## src/rtl/bram_stream_packer.sv

```systemverilog
// Packs consecutive BRAM read words into wide AXI-Stream beats.
// A small beat FIFO absorbs downstream back-pressure.
module bram_stream_packer #(
    parameter int DATA_W     = 16,
    parameter int LANES      = 4,
    parameter int FIFO_DEPTH = 8
) (
    input  logic                       aclk,
    input  logic                       aresetn,
    input  logic                       bram_rd_enable,
    input  logic                       rd_last,
    input  logic [DATA_W-1:0]          bram_rd_data,
    output logic [DATA_W*LANES-1:0]    m_axis_tdata,
    output logic [DATA_W*LANES/8-1:0]  m_axis_tkeep,
    output logic                       m_axis_tvalid,
    input  logic                       m_axis_tready,
    output logic                       m_axis_tlast,
    output logic                       pack_ready,
    output logic                       overflow,
    output logic [15:0]                beats_sent
);

    localparam int BEAT_W    = DATA_W * LANES;
    localparam int KEEP_W    = BEAT_W / 8;
    localparam int LANE_KEEP = DATA_W / 8;
    localparam int IDX_W     = (LANES > 1) ? $clog2(LANES) : 1;
    localparam int PTR_W     = $clog2(FIFO_DEPTH);
    localparam int CNT_W     = PTR_W + 1;
    localparam int ENTRY_W   = BEAT_W + KEEP_W + 1;

    logic                          cap_valid_q;
    logic                          cap_last_q;
    logic [IDX_W-1:0]              idx_q;
    logic [IDX_W-1:0]              idx_d;
    logic [LANES-1:0][DATA_W-1:0]  lane_q;

    logic [BEAT_W-1:0]             beat_data_s;
    logic [KEEP_W-1:0]             beat_keep_s;
    logic                          beat_done_s;

    logic [ENTRY_W-1:0]            mem_q [FIFO_DEPTH];
    logic [PTR_W-1:0]              wr_ptr_q;
    logic [PTR_W-1:0]              rd_ptr_q;
    logic [CNT_W-1:0]              count_q;
    logic [CNT_W-1:0]              count_d;
    logic                          empty_s;
    logic                          full_s;
    logic                          push_s;
    logic                          pop_s;
    logic                          overflow_q;
    logic [15:0]                   beats_sent_q;
    logic [ENTRY_W-1:0]            head_s;

    // Assemble the outgoing beat: earlier lanes from the accumulator, the
    // current lane straight from the BRAM bus, later lanes zero-filled.
    always_comb begin
        beat_data_s = '0;
        beat_keep_s = '0;
        for (int j = 0; j < LANES; j++) begin
            if (j < int'(idx_q)) begin
                beat_data_s[j*DATA_W +: DATA_W]       = lane_q[j];
                beat_keep_s[j*LANE_KEEP +: LANE_KEEP] = '1;
            end else if (j == int'(idx_q)) begin
                beat_data_s[j*DATA_W +: DATA_W]       = bram_rd_data;
                beat_keep_s[j*LANE_KEEP +: LANE_KEEP] = '1;
            end else begin
                beat_data_s[j*DATA_W +: DATA_W]       = '0;
                beat_keep_s[j*LANE_KEEP +: LANE_KEEP] = '0;
            end
        end
    end

    // Beat completion and next lane index.
    always_comb begin
        beat_done_s = cap_valid_q && ((idx_q == IDX_W'(LANES - 1)) || cap_last_q);
        if (!cap_valid_q) begin
            idx_d = idx_q;
        end else if (beat_done_s) begin
            idx_d = '0;
        end else begin
            idx_d = idx_q + IDX_W'(1);
        end
    end

    // FIFO handshake decode; a push on a full FIFO is only legal alongside a pop.
    always_comb begin
        empty_s = (count_q == '0);
        full_s  = (count_q == CNT_W'(FIFO_DEPTH));
        pop_s   = !empty_s && m_axis_tready;
        push_s  = beat_done_s && (!full_s || pop_s);
        case ({push_s, pop_s})
            2'b10:   count_d = count_q + CNT_W'(1);
            2'b01:   count_d = count_q - CNT_W'(1);
            default: count_d = count_q;
        endcase
    end

    // Control state: capture stage, accumulator, FIFO pointers and status.
    always_ff @(posedge aclk) begin
        if (!aresetn) begin
            cap_valid_q  <= 1'b0;
            cap_last_q   <= 1'b0;
            idx_q        <= '0;
            lane_q       <= '0;
            wr_ptr_q     <= '0;
            rd_ptr_q     <= '0;
            count_q      <= '0;
            overflow_q   <= 1'b0;
            beats_sent_q <= 16'h0000;
        end else begin
            cap_valid_q <= bram_rd_enable;
            cap_last_q  <= bram_rd_enable && rd_last;
            if (cap_valid_q) begin
                lane_q[idx_q] <= bram_rd_data;
            end
            idx_q <= idx_d;
            if (push_s) begin
                wr_ptr_q <= wr_ptr_q + PTR_W'(1);
            end
            if (pop_s) begin
                rd_ptr_q     <= rd_ptr_q + PTR_W'(1);
                beats_sent_q <= beats_sent_q + 16'd1;
            end
            count_q <= count_d;
            if (beat_done_s && full_s && !pop_s) begin
                overflow_q <= 1'b1;
            end
        end
    end

    // Beat storage; contents are only observable while the FIFO is non-empty.
    always_ff @(posedge aclk) begin
        if (push_s) begin
            mem_q[wr_ptr_q] <= {cap_last_q, beat_keep_s, beat_data_s};
        end
    end

    assign head_s        = mem_q[rd_ptr_q];
    assign m_axis_tvalid = !empty_s;
    assign m_axis_tdata  = empty_s ? '0 : head_s[BEAT_W-1:0];
    assign m_axis_tkeep  = empty_s ? '0 : head_s[BEAT_W +: KEEP_W];
    assign m_axis_tlast  = !empty_s && head_s[ENTRY_W-1];
    // Two free slots cover the beat in the capture stage plus the partial one.
    assign pack_ready    = (count_q <= CNT_W'(FIFO_DEPTH - 2));
    assign overflow      = overflow_q;
    assign beats_sent    = beats_sent_q;

endmodule
```

## config.mk

```make
export PLATFORM = sky130hd
export DESIGN_NAME = bram_stream_packer
export DESIGN_NICKNAME = d
export VERILOG_FILES = /design/src/rtl/bram_stream_packer.sv
export SDC_FILE = /design/constraint.sdc
export NUM_CORES = 1
export LEC_CHECK = 0
export CAP_MARGIN = 20
export CORE_MARGIN = 5
export CORE_UTILIZATION = 31
export DETAILED_ROUTE_END_ITERATION = 6
export SYNTH_ARGS = -nofsm -noshare
export SYNTH_HDL_FRONTEND = slang
export SYNTH_SLANG_ARGS = --single-unit
```

## constraint.sdc

```tcl
create_clock -name aclk -period 12.2 [get_ports aclk]
set_input_delay 3.05 -clock aclk [delete_from_list [all_inputs] [get_ports aclk]]
set_output_delay 3.05 -clock aclk [all_outputs]
set_load 0.02 [all_outputs]
```

==> insert_results.sql, run 1 <==
INSERT INTO impl_metrics (metric_group, metric, value, unit) VALUES
('outcome', 'run_status', 'completed', ''),
('sta', 'timing.final.crit_share', '0.598', ''),
('sta', 'max-slew-margin-rel', '0.249', ''),
('flow_run', 'drv_cap', '0', ''),
('cells_and_area', 'syn_to_final_growth', '17.6', '%'),
('sta', 'slew_worst_pin', '1.13', 'ns'),
('worst_hold_path', 'hold_class', 'flop to flop', ''),
('routing', 'routedWlPerCell', '21.7', 'µm'),
('cells_and_area', 'num-nets-final', '1555', ''),
('cells_and_area', 'finish.instance_area', '29000', 'µm²'),
('cts', 'insertion_delay', '0.62', 'ns'),
('synth', 'synth_seq_cells', '626', ''),
('synth', 'synth.cell_area', '24700', 'µm²'),
('cells_and_area', 'multiInputGateArea', '6320', 'µm²'),
('sta', 'grt_setup_unrepaired', 'false', ''),
('critical_path', 'crit_path_top_delay_cell', 'sky130_fd_sc_hd__dfxtp_4', ''),
('cts', 'tritoncts', 'yes', ''),
('cts', 'clk_root_buffer_cell', 'sky130_fd_sc_hd__clkbuf_16', ''),
('place', 'placement.cell_area', '26900', 'µm²'),
('routing', 'detail_route.drc_violations', '0', ''),
('critical_path', 'crit_path_start_kind', 'flop', ''),
('cts', 'clock_tree.htree_level_count', '2', ''),
('sta', 'hold_violations', '0', ''),
('floorplan', 'chipWidth', '292', 'µm'),
('worst_hold_path', 'timing.hold.worst_path_depth', '2', ''),
('critical_path', 'regToRegStartpoint', 'idx_q[1]', ''),
('cts', 'cts-resized-gates', '0', ''),
('floorplan', 'dieArea', '85300', 'µm²'),
('synth', 'synth_top_family_by_area', 'multiplexers', ''),
('power_and_ir_drop', 'cellPowerDensity', '193', 'nW/µm²'),
('cts', 'cts_setup_buffers', '0', ''),
('critical_path', 'timing.critical_path.max_delay_family', 'buffers and inverters', ''),
('routing', 'drt_wl_total', '56900', 'µm'),
('synth', 'yosysTopAreaCell', 'sky130_fd_sc_hd__edfxtp_1', ''),
('synth', 'synthesis.instances', '1413', ''),
('global_routing', 'grt_first_pass_wirelength', '85900', 'µm'),
('synth', 'synth-compound-area-share', '0.0225', ''),
('worst_hold_path', 'holdCritStartpoint', 'lane_q[17]', ''),
('sta', 'setup_ws', '4.91', 'ns'),
('synth', 'synth_fp_nets', '1443', ''),
('floorplan', 'dieHeight', '292', 'µm'),
('floorplan', 'initial_util', '0.312', ''),
('critical_path', 'cp_num_buf_inv', '2', ''),
('sta', 'finalSetupTns', '0', 'ns'),
('sta', 'max_clock_freq', '0.137', 'GHz'),
('cts', 'clk_transition_reported_paths', '0.06', 'ns'),
('floorplan', 'std_cell_rows', '103', ''),
('global_routing', 'global_route.overflow_total', '0', ''),
('critical_path', 'worst_ep_required_time', '9.15', 'ns'),
('cts', 'cts_inserted_buffers', '61', ''),
('cts', 'clock_sinks', '626', ''),
('sta', 'slew_violations', '0', ''),
('cells_and_area', 'register_area', '18000', 'µm²'),
('cts', 'holdBufCountCts', '0', ''),
('synth', 'synthesis.area_per_instance', '17.5', 'µm²'),
('critical_path', 'regToRegEndpoint', 'mem_q[7][60]', ''),
('global_routing', 'grt_start_max_net_pins', '74', ''),
('sta', 'hold-worst-slack', '0.453', 'ns'),
('routing', 'detailroute.via_count', '12689', ''),
('synth', 'proportion_of_synthesized_chip_area_in_sequential_cells', '0.729', ''),
('global_routing', 'number_of_global_route_vias_before_repair', '13313', ''),
('cells_and_area', 'fraction_of_final_layout_cells_with_drive_strength_greater_than_1', '0.188', ''),
('routing', 'firstDrtPassIters', '5', ''),
('synth', 'yosys-mux-area-fraction', '0.163', ''),
('critical_path', 'criticalPathCategory', 'flop to output pin', ''),
('power_and_ir_drop', 'power.leakage', '9.05', 'nW'),
('cts', 'cts.path.max_buffers', '3', ''),
('synth', 'yosys.area.top_type_share', '0.662', ''),
('critical_path', 'worst_endpoint_data_arrival_time', '4.24', 'ns'),
('critical_path', 'timing.reg2reg.setup_slack', '8.43', 'ns'),
('critical_path', 'cells_along_the_critical_path', 'buf_4 -> mux4_2 -> mux2i_1 -> nor2_1 -> clkdlybuf4s50_1', '');
## report_power, final
group | internal (mW) | switching (mW)
Sequential | 2.34 | 0.0762
Clock | 1.13 | 0.795
Combinational | 0.604 | 0.646
Total | 4.07 | 1.52
## worst reg2reg max path, stage by stage (launching register included)
cell,delay [ns]
sky130_fd_sc_hd__dfxtp_1,0.32
sky130_fd_sc_hd__buf_4,0.31
sky130_fd_sc_hd__ha_2,0.26
sky130_fd_sc_hd__o21a_1,0.35
sky130_fd_sc_hd__o211ai_1,0.39
sky130_fd_sc_hd__nor2_4,0.90
sky130_fd_sc_hd__buf_4,0.83
## cells by family after synthesis
group                    count (synthesis)
AO/OA/AOI/OAI                           99
XOR/XNOR                                14
buffers and inverters                   94
AND/OR/NAND/NOR                        341
adder cells (fa/ha/maj)                  9
flip-flops                             626
multiplexers                           230
## placed cells by master, fill, tap and decap left out, types with 3 or more instances in the layout
cell,n
sky130_fd_sc_hd__clkbuf_8,3
sky130_fd_sc_hd__clkbuf_1,8
sky130_fd_sc_hd__o21ai_0,33
sky130_fd_sc_hd__xor2_1,7
sky130_fd_sc_hd__and3_1,6
sky130_fd_sc_hd__nor3_1,4
sky130_fd_sc_hd__clkinv_1,8
sky130_fd_sc_hd__and2_1,22
sky130_fd_sc_hd__clkinvlp_4,3
sky130_fd_sc_hd__mux2i_1,78
sky130_fd_sc_hd__clkbuf_16,61
sky130_fd_sc_hd__bufinv_16,9
sky130_fd_sc_hd__clkinv_2,17
sky130_fd_sc_hd__ha_1,8
sky130_fd_sc_hd__a21oi_1,52
sky130_fd_sc_hd__nor4_1,4
sky130_fd_sc_hd__inv_2,3
sky130_fd_sc_hd__nor2_1,87
sky130_fd_sc_hd__clkdlybuf4s50_1,112
sky130_fd_sc_hd__nand2_1,185
sky130_fd_sc_hd__nand2b_1,8
sky130_fd_sc_hd__xnor2_1,7
sky130_fd_sc_hd__dfxtp_1,79
sky130_fd_sc_hd__nor3_2,5
sky130_fd_sc_hd__edfxtp_1,544
sky130_fd_sc_hd__inv_6,3
sky130_fd_sc_hd__dfxtp_4,3
sky130_fd_sc_hd__mux4_2,136
sky130_fd_sc_hd__nand4_1,9
sky130_fd_sc_hd__inv_1,5
sky130_fd_sc_hd__mux2_2,16
sky130_fd_sc_hd__nor2_4,3
sky130_fd_sc_hd__buf_4,23
## cells in the mapped netlist
cell,instances
sky130_fd_sc_hd__o41a_1,1
sky130_fd_sc_hd__clkbuf_1,47
sky130_fd_sc_hd__mux4_2,136
sky130_fd_sc_hd__buf_6,1
sky130_fd_sc_hd__mux2i_1,78
sky130_fd_sc_hd__or3_4,1
sky130_fd_sc_hd__a31oi_1,2
sky130_fd_sc_hd__and3_1,6
sky130_fd_sc_hd__buf_1,2
sky130_fd_sc_hd__a21boi_2,1
sky130_fd_sc_hd__nand2b_1,8
sky130_fd_sc_hd__dfxtp_1,82
sky130_fd_sc_hd__buf_2,28
sky130_fd_sc_hd__inv_2,2
sky130_fd_sc_hd__o32ai_1,1
sky130_fd_sc_hd__o41ai_4,1
sky130_fd_sc_hd__nand3_1,2
sky130_fd_sc_hd__edfxtp_1,544
sky130_fd_sc_hd__clkinv_1,1
sky130_fd_sc_hd__o211ai_1,2
sky130_fd_sc_hd__a21oi_1,52
sky130_fd_sc_hd__o21ai_2,1
sky130_fd_sc_hd__nand2_2,1
sky130_fd_sc_hd__nand4_1,9
sky130_fd_sc_hd__buf_4,8
sky130_fd_sc_hd__nor4_4,1
sky130_fd_sc_hd__xnor2_1,7
sky130_fd_sc_hd__o21a_1,2
sky130_fd_sc_hd__nor4_1,5
sky130_fd_sc_hd__or2_2,1
sky130_fd_sc_hd__nor2_1,90
sky130_fd_sc_hd__nor3_1,8
sky130_fd_sc_hd__or3_1,1
sky130_fd_sc_hd__ha_1,9
sky130_fd_sc_hd__inv_1,5
sky130_fd_sc_hd__xor2_1,7
sky130_fd_sc_hd__nor3_2,1
sky130_fd_sc_hd__o21ai_0,33
sky130_fd_sc_hd__nand2_1,185
sky130_fd_sc_hd__a311oi_1,1
sky130_fd_sc_hd__o21ai_1,2
sky130_fd_sc_hd__mux2_2,16
sky130_fd_sc_hd__and2_1,22
## through the flow
| step | util | cells |
|---|---|---|
| 3_5_place_dp | 0.341 | 2512 |
| 3_3_place_gp | 0.341 | 2512 |
| 6_report | 0.367 | 2628 |
| 4_1_cts | 0.367 | 2626 |
| 5_1_grt | 0.367 | 2626 |
| 2_1_floorplan | - | 1413 |
## how the worst max path moves through the flow
stage,start,endpoint,slack (ns),cells after the start
after floorplan,m_axis_tready,mem_q[0][0],1.75,3
after global placement,flop,m_axis_tdata[42],5.44,5
after detailed placement,flop,m_axis_tdata[3],5.45,5
after CTS,flop,m_axis_tdata[3],4.77,5
after global routing,flop,m_axis_tdata[3],4.51,5
final,flop,m_axis_tdata[3],4.91,5
## final cells by class
cell class / count / share of cell area
flip-flops and latches: 626 / 0.620
multi-input cells: 693 / 0.218
well taps: 1050 / 0.0453
repair buffers: 135 / 0.0446
clock inverters: 42 / 0.0160
clock buffers: 72 / 0.0551
diodes: 2 / 0.000172
inverters: 8 / 0.00103
## metal layers
layer,global-route usage,vias up,part of all wire
li1,-,5667,-
met1,0.174,6644,0.43
met3,0.0274,75,0.055
met5,0,-,0.00023
met4,0.0343,2,0.025
met2,0.222,301,0.49
## flip-flops by register name, indices dropped and copies added (netlist names), named ones only
register and cells:
mem_q 544, lane_q 48, beats_sent 16, count_q 4, rd_ptr_q 3, wr_ptr_q 3
idx_q 2, cap_last_q 1, cap_valid_q 1, overflow 1
(Power assumes the default switching activity.)
==> inputs of run 2 (changes only) <==
==> constraint.sdc (replaced) <==
create_clock -name aclk -period 6.15 [get_ports aclk]
set_input_delay 1.5375 -clock aclk [delete_from_list [all_inputs] [get_ports aclk]]
set_output_delay 1.5375 -clock aclk [all_outputs]
set_load 0.02 [all_outputs]
==> run 2 against run 1 <==
Compared with the run above:
- setup slack worse by 3.6 ns
- core utilization is 0.34 points higher
- final cell count is 0.61% higher
- global-route usage is 0.12 points higher
- highest routed layer unchanged
- via count is 0.79% higher
- largest cell class unchanged
==> insert_results.sql, run 2 (synthesis results as in run 1) <==
INSERT INTO impl_metrics (metric_group, metric, value, unit) VALUES
('critical_path', 'maximum_fanout_count_along_the_critical_path', '40', ''),
('sta', 'slew_worst_pin', '1.10', 'ns'),
('cts', 'clock_sinks', '626', ''),
('routing', 'detailroute.via_count', '12789', ''),
('power_and_ir_drop', 'power.leakage', '9.13', 'nW'),
('cts', 'cts-resized-gates', '0', ''),
('worst_hold_path', 'holdCritStartpoint', 'lane_q[2]', ''),
('place', 'placement.setup.worst_slack', '1.83', 'ns'),
('sta', 'finalSetupTns', '0', 'ns'),
('sta', 'timing.final.crit_period', '4.88', 'ns'),
('critical_path', 'worst_ep_required_time', '4.61', 'ns'),
('cts', 'clk_root_buffer_cell', 'sky130_fd_sc_hd__clkbuf_16', ''),
('worst_hold_path', 'hold_class', 'flop to flop', ''),
('floorplan', 'std_cell_rows', '103', ''),
('floorplan', 'dieArea', '85300', 'µm²'),
('critical_path', 'critical_path.endpoint', 'm_axis_tdata[3]', ''),
('global_routing', 'grt_start_max_net_pins', '70', ''),
('global_routing', 'overall_fraction_of_global_route_tracks_in_use', '0.132', ''),
('floorplan', 'core_area', '79000', 'µm²'),
('global_routing', 'number_of_global_route_vias_before_repair', '13306', ''),
('cells_and_area', 'fill_cells', '7235', ''),
('cells_and_area', 'syn_to_final_growth', '18.7', '%'),
('critical_path', 'regToRegEndpoint', 'mem_q[5][10]', ''),
('floorplan', 'chipWidth', '292', 'µm'),
('place', 'place_congestion', '0.732', ''),
('critical_path', 'criticalPathCategory', 'flop to output pin', ''),
('cts', 'cts_inserted_buffers', '67', ''),
('routing', 'routedWlPerCell', '21.7', 'µm'),
('sta', 'max_clock_freq', '0.205', 'GHz'),
('critical_path', 'regToRegStartpoint', 'idx_q[1]', ''),
('routing', 'drtIter0Drc', '890', ''),
('cells_and_area', 'num-nets-final', '1569', ''),
('sta', 'max-slew-margin-rel', '0.261', ''),
('cts', 'cts_setup_buffers', '0', ''),
('cts', 'clk_transition_reported_paths', '0.06', 'ns'),
('sta', 'timing.final.crit_share', '0.793', ''),
('flow_run', 'drv_cap', '0', ''),
('routing', 'ant_nets', '0', ''),
('sta', 'finalSetupViolations', '0', ''),
('sta', 'slew_violations', '0', ''),
('routing', 'vias_per_cell', '4.84', ''),
('global_routing', 'grt_antenna_before_repair', '8', ''),
('sta', 'setup_ws', '1.27', 'ns'),
('power_and_ir_drop', 'cellPowerDensity', '381', 'nW/µm²'),
('cts', 'tritoncts', 'yes', ''),
('critical_path', 'crit_end_category', 'output pin', ''),
('critical_path', 'timing.reg2reg.setup_slack', '3.06', 'ns'),
('cells_and_area', 'layout_common_cells', 'sky130_fd_sc_hd__edfxtp_1, sky130_fd_sc_hd__nand2_1, sky130_fd_sc_hd__mux4_2, sky130_fd_sc_hd__clkdlybuf4s50_1, sky130_fd_sc_hd__nor2_1', ''),
('cts', 'insertion_delay', '0.59', 'ns'),
('routing', 'drt_wl_total', '57400', 'µm'),
('routing', 'detail_route.drc_violations', '0', ''),
('floorplan', 'dieHeight', '292', 'µm'),
('critical_path', 'worst_r2r_path_depth', '6', ''),
('cts', 'clock_tree.htree_level_count', '3', ''),
('cells_and_area', 'largest_register', 'mem_q', ''),
('outcome', 'run_status', 'completed', ''),
('power_and_ir_drop', 'peakVddDrop', '0.353', 'mV'),
('cts', 'holdBufCountCts', '0', ''),
('place', 'hpwlAfterDp', '31700', 'µm'),
('cts', 'cts.path.max_buffers', '3', ''),
('cells_and_area', 'layout.cells.most_common', 'sky130_fd_sc_hd__edfxtp_1', ''),
('critical_path', 'worst_endpoint_data_arrival_time', '3.34', 'ns'),
('floorplan', 'initial_util', '0.312', ''),
('cells_and_area', 'largest_register_ffs', '544', ''),
('global_routing', 'global_route.overflow_total', '0', ''),
('routing', 'firstDrtPassIters', '5', ''),
('cells_and_area', 'fraction_of_final_layout_cells_with_drive_strength_greater_than_1', '0.188', ''),
('place', 'port_buf_inserts', '112', ''),
('global_routing', 'grt_first_pass_wirelength', '85900', 'µm'),
('cells_and_area', 'finish.utilization', '0.371', ''),
('sta', 'clock-skew-final', '0.0196', 'ns'),
('sta', 'hold_violations', '0', ''),
('critical_path', 'crit_path_start_kind', 'flop', ''),
('sta', 'grt_setup_unrepaired', 'false', ''),
('floorplan', 'io_pins', '113', '');
## run 2: cell count changes in the layout (fill, tap and decap cells not counted), moves of 2 or more
| cell | delta |
|---|---|
| sky130_fd_sc_hd__buf_12 | +13 |
| sky130_fd_sc_hd__buf_4 | -11 |
| sky130_fd_sc_hd__clkbuf_1 | +10 |
| sky130_fd_sc_hd__clkbuf_16 | +9 |
| sky130_fd_sc_hd__bufinv_16 | -6 |
| sky130_fd_sc_hd__clkbuf_4 | +6 |
| sky130_fd_sc_hd__clkinv_2 | -5 |
| sky130_fd_sc_hd__diode_2 | +4 |
| sky130_fd_sc_hd__clkinv_4 | +3 |
| sky130_fd_sc_hd__inv_6 | -3 |
| sky130_fd_sc_hd__clkinvlp_4 | -2 |
## run 2: worst min-delay path by stage
| stage | slack, ns | depth (start not counted) | to |
|---|---|---|---|
| 2_1_floorplan | 0.43 | 2 | lane_q[0] |
| 3_3_place_gp | 0.44 | 2 | lane_q[13] |
| 3_5_place_dp | 0.45 | 2 | lane_q[37] |
| 4_1_cts | 0.45 | 2 | lane_q[42] |
| 5_1_grt | 0.47 | 2 | lane_q[29] |
| 6_report | 0.45 | 2 | lane_q[2] |
## run 2: final cells by class
class	instances	area [µm²]	share of cell area
inverters	8	30.0	0.00103
well taps	1050	1310	0.0449
flip-flops and latches	626	18000	0.614
repair buffers	143	1520	0.0518
multi-input cells	693	6340	0.216
clock inverters	27	226	0.00773
clock buffers	91	1860	0.0635
diodes	6	15.0	0.000513
## run 2: critical path: stages (launching register included)
cell	delay, ns
sky130_fd_sc_hd__dfxtp_4	0.77
sky130_fd_sc_hd__buf_4	0.54
sky130_fd_sc_hd__mux4_2	0.29
sky130_fd_sc_hd__mux2i_1	0.08
sky130_fd_sc_hd__nor2_1	0.32
sky130_fd_sc_hd__clkdlybuf4s50_1	0.72
## run 2: power by group
group	internal, mW	switching, mW	total [mW]
combinational	1.24	1.36	2.60
sequential	4.64	0.0941	4.73
clock	2.25	1.59	3.84
## run 2: per-stage QoR
| stage | cell area, µm² | total power [mW] | cells | hold slack [ns] |
|---|---|---|---|---|
| after floorplan | 24700 | 6.51 | 1413 | 0.434 |
| after global placement | 27100 | 7.47 | 2514 | 0.440 |
| after detailed placement | 27100 | 7.49 | 2514 | 0.447 |
| after CTS | 29200 | 11.3 | 2632 | 0.455 |
| after global routing | 29300 | 11.6 | 2638 | 0.470 |
| final | 29300 | 11.2 | 2644 | 0.452 |
## run 2: routing by layer
metal | part of all wire | GRT usage | wire, µm | vias up
met5 | 0.00042 | 0 | 24 | -
met3 | 0.066 | 0.0319 | 3790 | 78
met4 | 0.018 | 0.0326 | 1050 | 4
li1 | - | - | - | 5719
met1 | 0.43 | 0.176 | 24600 | 6663
met2 | 0.49 | 0.221 | 28000 | 325
==> inputs of run 3 (changes only) <==
==> constraint.sdc (replaced) <==
create_clock -name aclk -period 4.8 [get_ports aclk]
set_input_delay 1.2 -clock aclk [delete_from_list [all_inputs] [get_ports aclk]]
set_output_delay 1.2 -clock aclk [all_outputs]
set_load 0.02 [all_outputs]
==> run 3 against run 2 <==
Compared with the run above:
- via count is 0.81% lower
- final cell count barely moved
- sequential cell count unchanged
- die area unchanged
- sequential share of layout area about the same
==> insert_results.sql, run 3 (synthesis results as in run 1) <==
INSERT INTO impl_metrics (metric_group, metric, value, unit) VALUES
('floorplan', 'initial_util', '0.312', ''),
('critical_path', 'cp_num_buf_inv', '3', ''),
('cts', 'clk_transition_reported_paths', '0.06', 'ns'),
('sta', 'slew_violations', '0', ''),
('flow_run', 'drv_cap', '0', ''),
('sta', 'clock-skew-final', '0.0233', 'ns'),
('routing', 'detail_route.drc_violations', '0', ''),
('global_routing', 'global_route.overflow_total', '0', ''),
('place', 'place_congestion', '0.742', ''),
('floorplan', 'dieHeight', '292', 'µm'),
('floorplan', 'chipWidth', '292', 'µm'),
('global_routing', 'overall_fraction_of_global_route_tracks_in_use', '0.129', ''),
('cts', 'insertion_delay', '0.62', 'ns'),
('global_routing', 'number_of_global_route_vias_before_repair', '13332', ''),
('cells_and_area', 'largest_register', 'mem_q', ''),
('routing', 'drtIter0Drc', '814', ''),
('power_and_ir_drop', 'cellPowerDensity', '487', 'nW/µm²'),
('critical_path', 'criticalPathCategory', 'flop to output pin', ''),
('critical_path', 'worst_endpoint_data_arrival_time', '3.09', 'ns'),
('power_and_ir_drop', 'peakVddDrop', '0.401', 'mV'),
('global_routing', 'grt_start_max_net_pins', '74', ''),
('sta', 'hold-worst-slack', '0.454', 'ns'),
('place', 'placement.cell_area', '27200', 'µm²'),
('cells_and_area', 'syn_to_final_growth', '18.8', '%'),
('critical_path', 'timing.reg2reg.setup_slack', '1.93', 'ns'),
('sta', 'slew_worst_pin', '1.07', 'ns'),
('routing', 'vias_per_cell', '4.80', ''),
('cells_and_area', 'largest_register_ffs', '544', ''),
('cts', 'cts-resized-gates', '0', ''),
('worst_hold_path', 'hold_class', 'flop to flop', ''),
('critical_path', 'crit_end_category', 'output pin', ''),
('critical_path', 'crit_path_start_kind', 'flop', ''),
('cts', 'cts.path.max_buffers', '3', ''),
('floorplan', 'io_pins', '113', ''),
('cts', 'tritoncts', 'yes', ''),
('cells_and_area', 'layout.cells.most_common', 'sky130_fd_sc_hd__edfxtp_1', ''),
('cells_and_area', 'fraction_of_final_layout_cells_with_drive_strength_greater_than_1', '0.189', ''),
('critical_path', 'maximum_fanout_count_along_the_critical_path', '38', ''),
('cts', 'clk_root_buffer_cell', 'sky130_fd_sc_hd__clkbuf_16', ''),
('routing', 'routedWlPerCell', '21.2', 'µm'),
('critical_path', 'cells_along_the_critical_path', 'buf_12 -> buf_4 -> mux4_2 -> mux2i_1 -> nor2_1 -> clkdlybuf4s50_1', ''),
('cells_and_area', 'finish.instance_area', '29300', 'µm²'),
('sta', 'hold_violations', '0', ''),
('cts', 'cts_inserted_buffers', '60', ''),
('cells_and_area', 'num-nets-final', '1570', ''),
('floorplan', 'std_cell_rows', '103', ''),
('routing', 'firstDrtPassIters', '4', ''),
('cts', 'holdBufCountCts', '0', ''),
('sta', 'max_clock_freq', '0.233', 'GHz'),
('cts', 'cts_setup_buffers', '0', ''),
('outcome', 'run_status', 'completed', ''),
('sta', 'finalSetupTns', '0', 'ns'),
('place', 'port_buf_inserts', '112', ''),
('global_routing', 'grt_first_pass_wirelength', '84500', 'µm'),
('place', 'hpwlAfterDp', '31900', 'µm'),
('routing', 'drt_wl_total', '56100', 'µm'),
('cts', 'clock_tree.htree_level_count', '2', ''),
('critical_path', 'timing.critical_path.max_delay_family', 'buffers and inverters', ''),
('floorplan', 'core_area', '79000', 'µm²'),
('global_routing', 'grt_antenna_before_repair', '5', ''),
('critical_path', 'critical_path.max_stage_delay', '0.56', 'ns'),
('critical_path', 'worst_ep_required_time', '3.60', 'ns'),
('sta', 'max-slew-margin-rel', '0.277', ''),
('sta', 'timing.final.crit_period', '4.29', 'ns'),
('cells_and_area', 'layout_common_cells', 'sky130_fd_sc_hd__edfxtp_1, sky130_fd_sc_hd__nand2_1, sky130_fd_sc_hd__mux4_2, sky130_fd_sc_hd__clkdlybuf4s50_1, sky130_fd_sc_hd__nor2_1', ''),
('floorplan', 'dieArea', '85300', 'µm²'),
('routing', 'ant_nets', '0', ''),
('sta', 'grt_setup_unrepaired', 'false', ''),
('power_and_ir_drop', 'power.leakage', '9.14', 'nW'),
('cts', 'clock_sinks', '626', ''),
('routing', 'detailroute.via_count', '12685', ''),
('cells_and_area', 'fill_cells', '7249', ''),
('critical_path', 'crit_path_top_delay_cell', 'sky130_fd_sc_hd__mux4_2', ''),
('sta', 'timing.final.crit_share', '0.893', ''),
('sta', 'finalSetupViolations', '0', '');
==> run 3: final timing paths <==
| check | start | endpoint | cells past startpoint |
|---|---|---|---|
| max | flop | m_axis_tdata[42] | 6 |
| min | lane_q[20] | lane_q[20] | 2 |
| max reg2reg | idx_q[1] | mem_q[6][7] | 6 |
| min reg2reg | lane_q[20] | lane_q[20] | 2 |
==> run 3: area by class of cell <==
| type | count | area (µm²) | area share |
|---|---|---|---|
| Sequential cell | 626 | 18000 | 0.614 |
| Multi-Input combinational cell | 693 | 6340 | 0.216 |
| Timing Repair Buffer | 151 | 1590 | 0.0542 |
| Clock buffer | 74 | 1550 | 0.0530 |
| Tap cell | 1050 | 1310 | 0.0448 |
| Clock inverter | 37 | 482 | 0.0164 |
| Inverter | 8 | 30.0 | 0.00102 |
| Antenna cell | 6 | 15.0 | 0.000512 |
==> run 3: routing by layer <==
layer | global-route usage | part of all wire | vias to the layer above
met1 | 0.174 | 0.43 | 6610
met4 | 0.0321 | 0.020 | 4
li1 | - | - | 5719
met2 | 0.216 | 0.49 | 281
met5 | 0 | 0.00048 | -
met3 | 0.0275 | 0.056 | 71
==> run 3: worst min-delay path, stage by stage, from the launching register on <==
cell and delay [ns]:
sky130_fd_sc_hd__dfxtp_1 0.31, sky130_fd_sc_hd__nand2_1 0.05, sky130_fd_sc_hd__a21oi_1 0.05
==> run 3: power breakdown <==
| group | total [mW] | switching, mW | internal, mW |
|---|---|---|---|
| sequential | 6.02 | 0.0840 | 5.94 |
| combinational | 3.38 | 1.77 | 1.61 |
| clock | 4.87 | 2.02 | 2.85 |
| total | 14.3 | 3.87 | 10.4 |
==> run 3: per-stage QoR <==
| stage | total power [mW] | utilization | instances | setup WS [ns] |
|---|---|---|---|---|
| after detailed placement | 9.61 | 0.345 | 2524 | 1.08 |
| after CTS | 14.5 | 0.370 | 2635 | 0.418 |
| after floorplan | 8.34 | - | 1413 | -1.98 |
| after global routing | 14.9 | 0.371 | 2639 | 0.305 |
| final | 14.3 | 0.371 | 2645 | 0.512 |
| after global placement | 9.60 | 0.345 | 2523 | 1.07 |
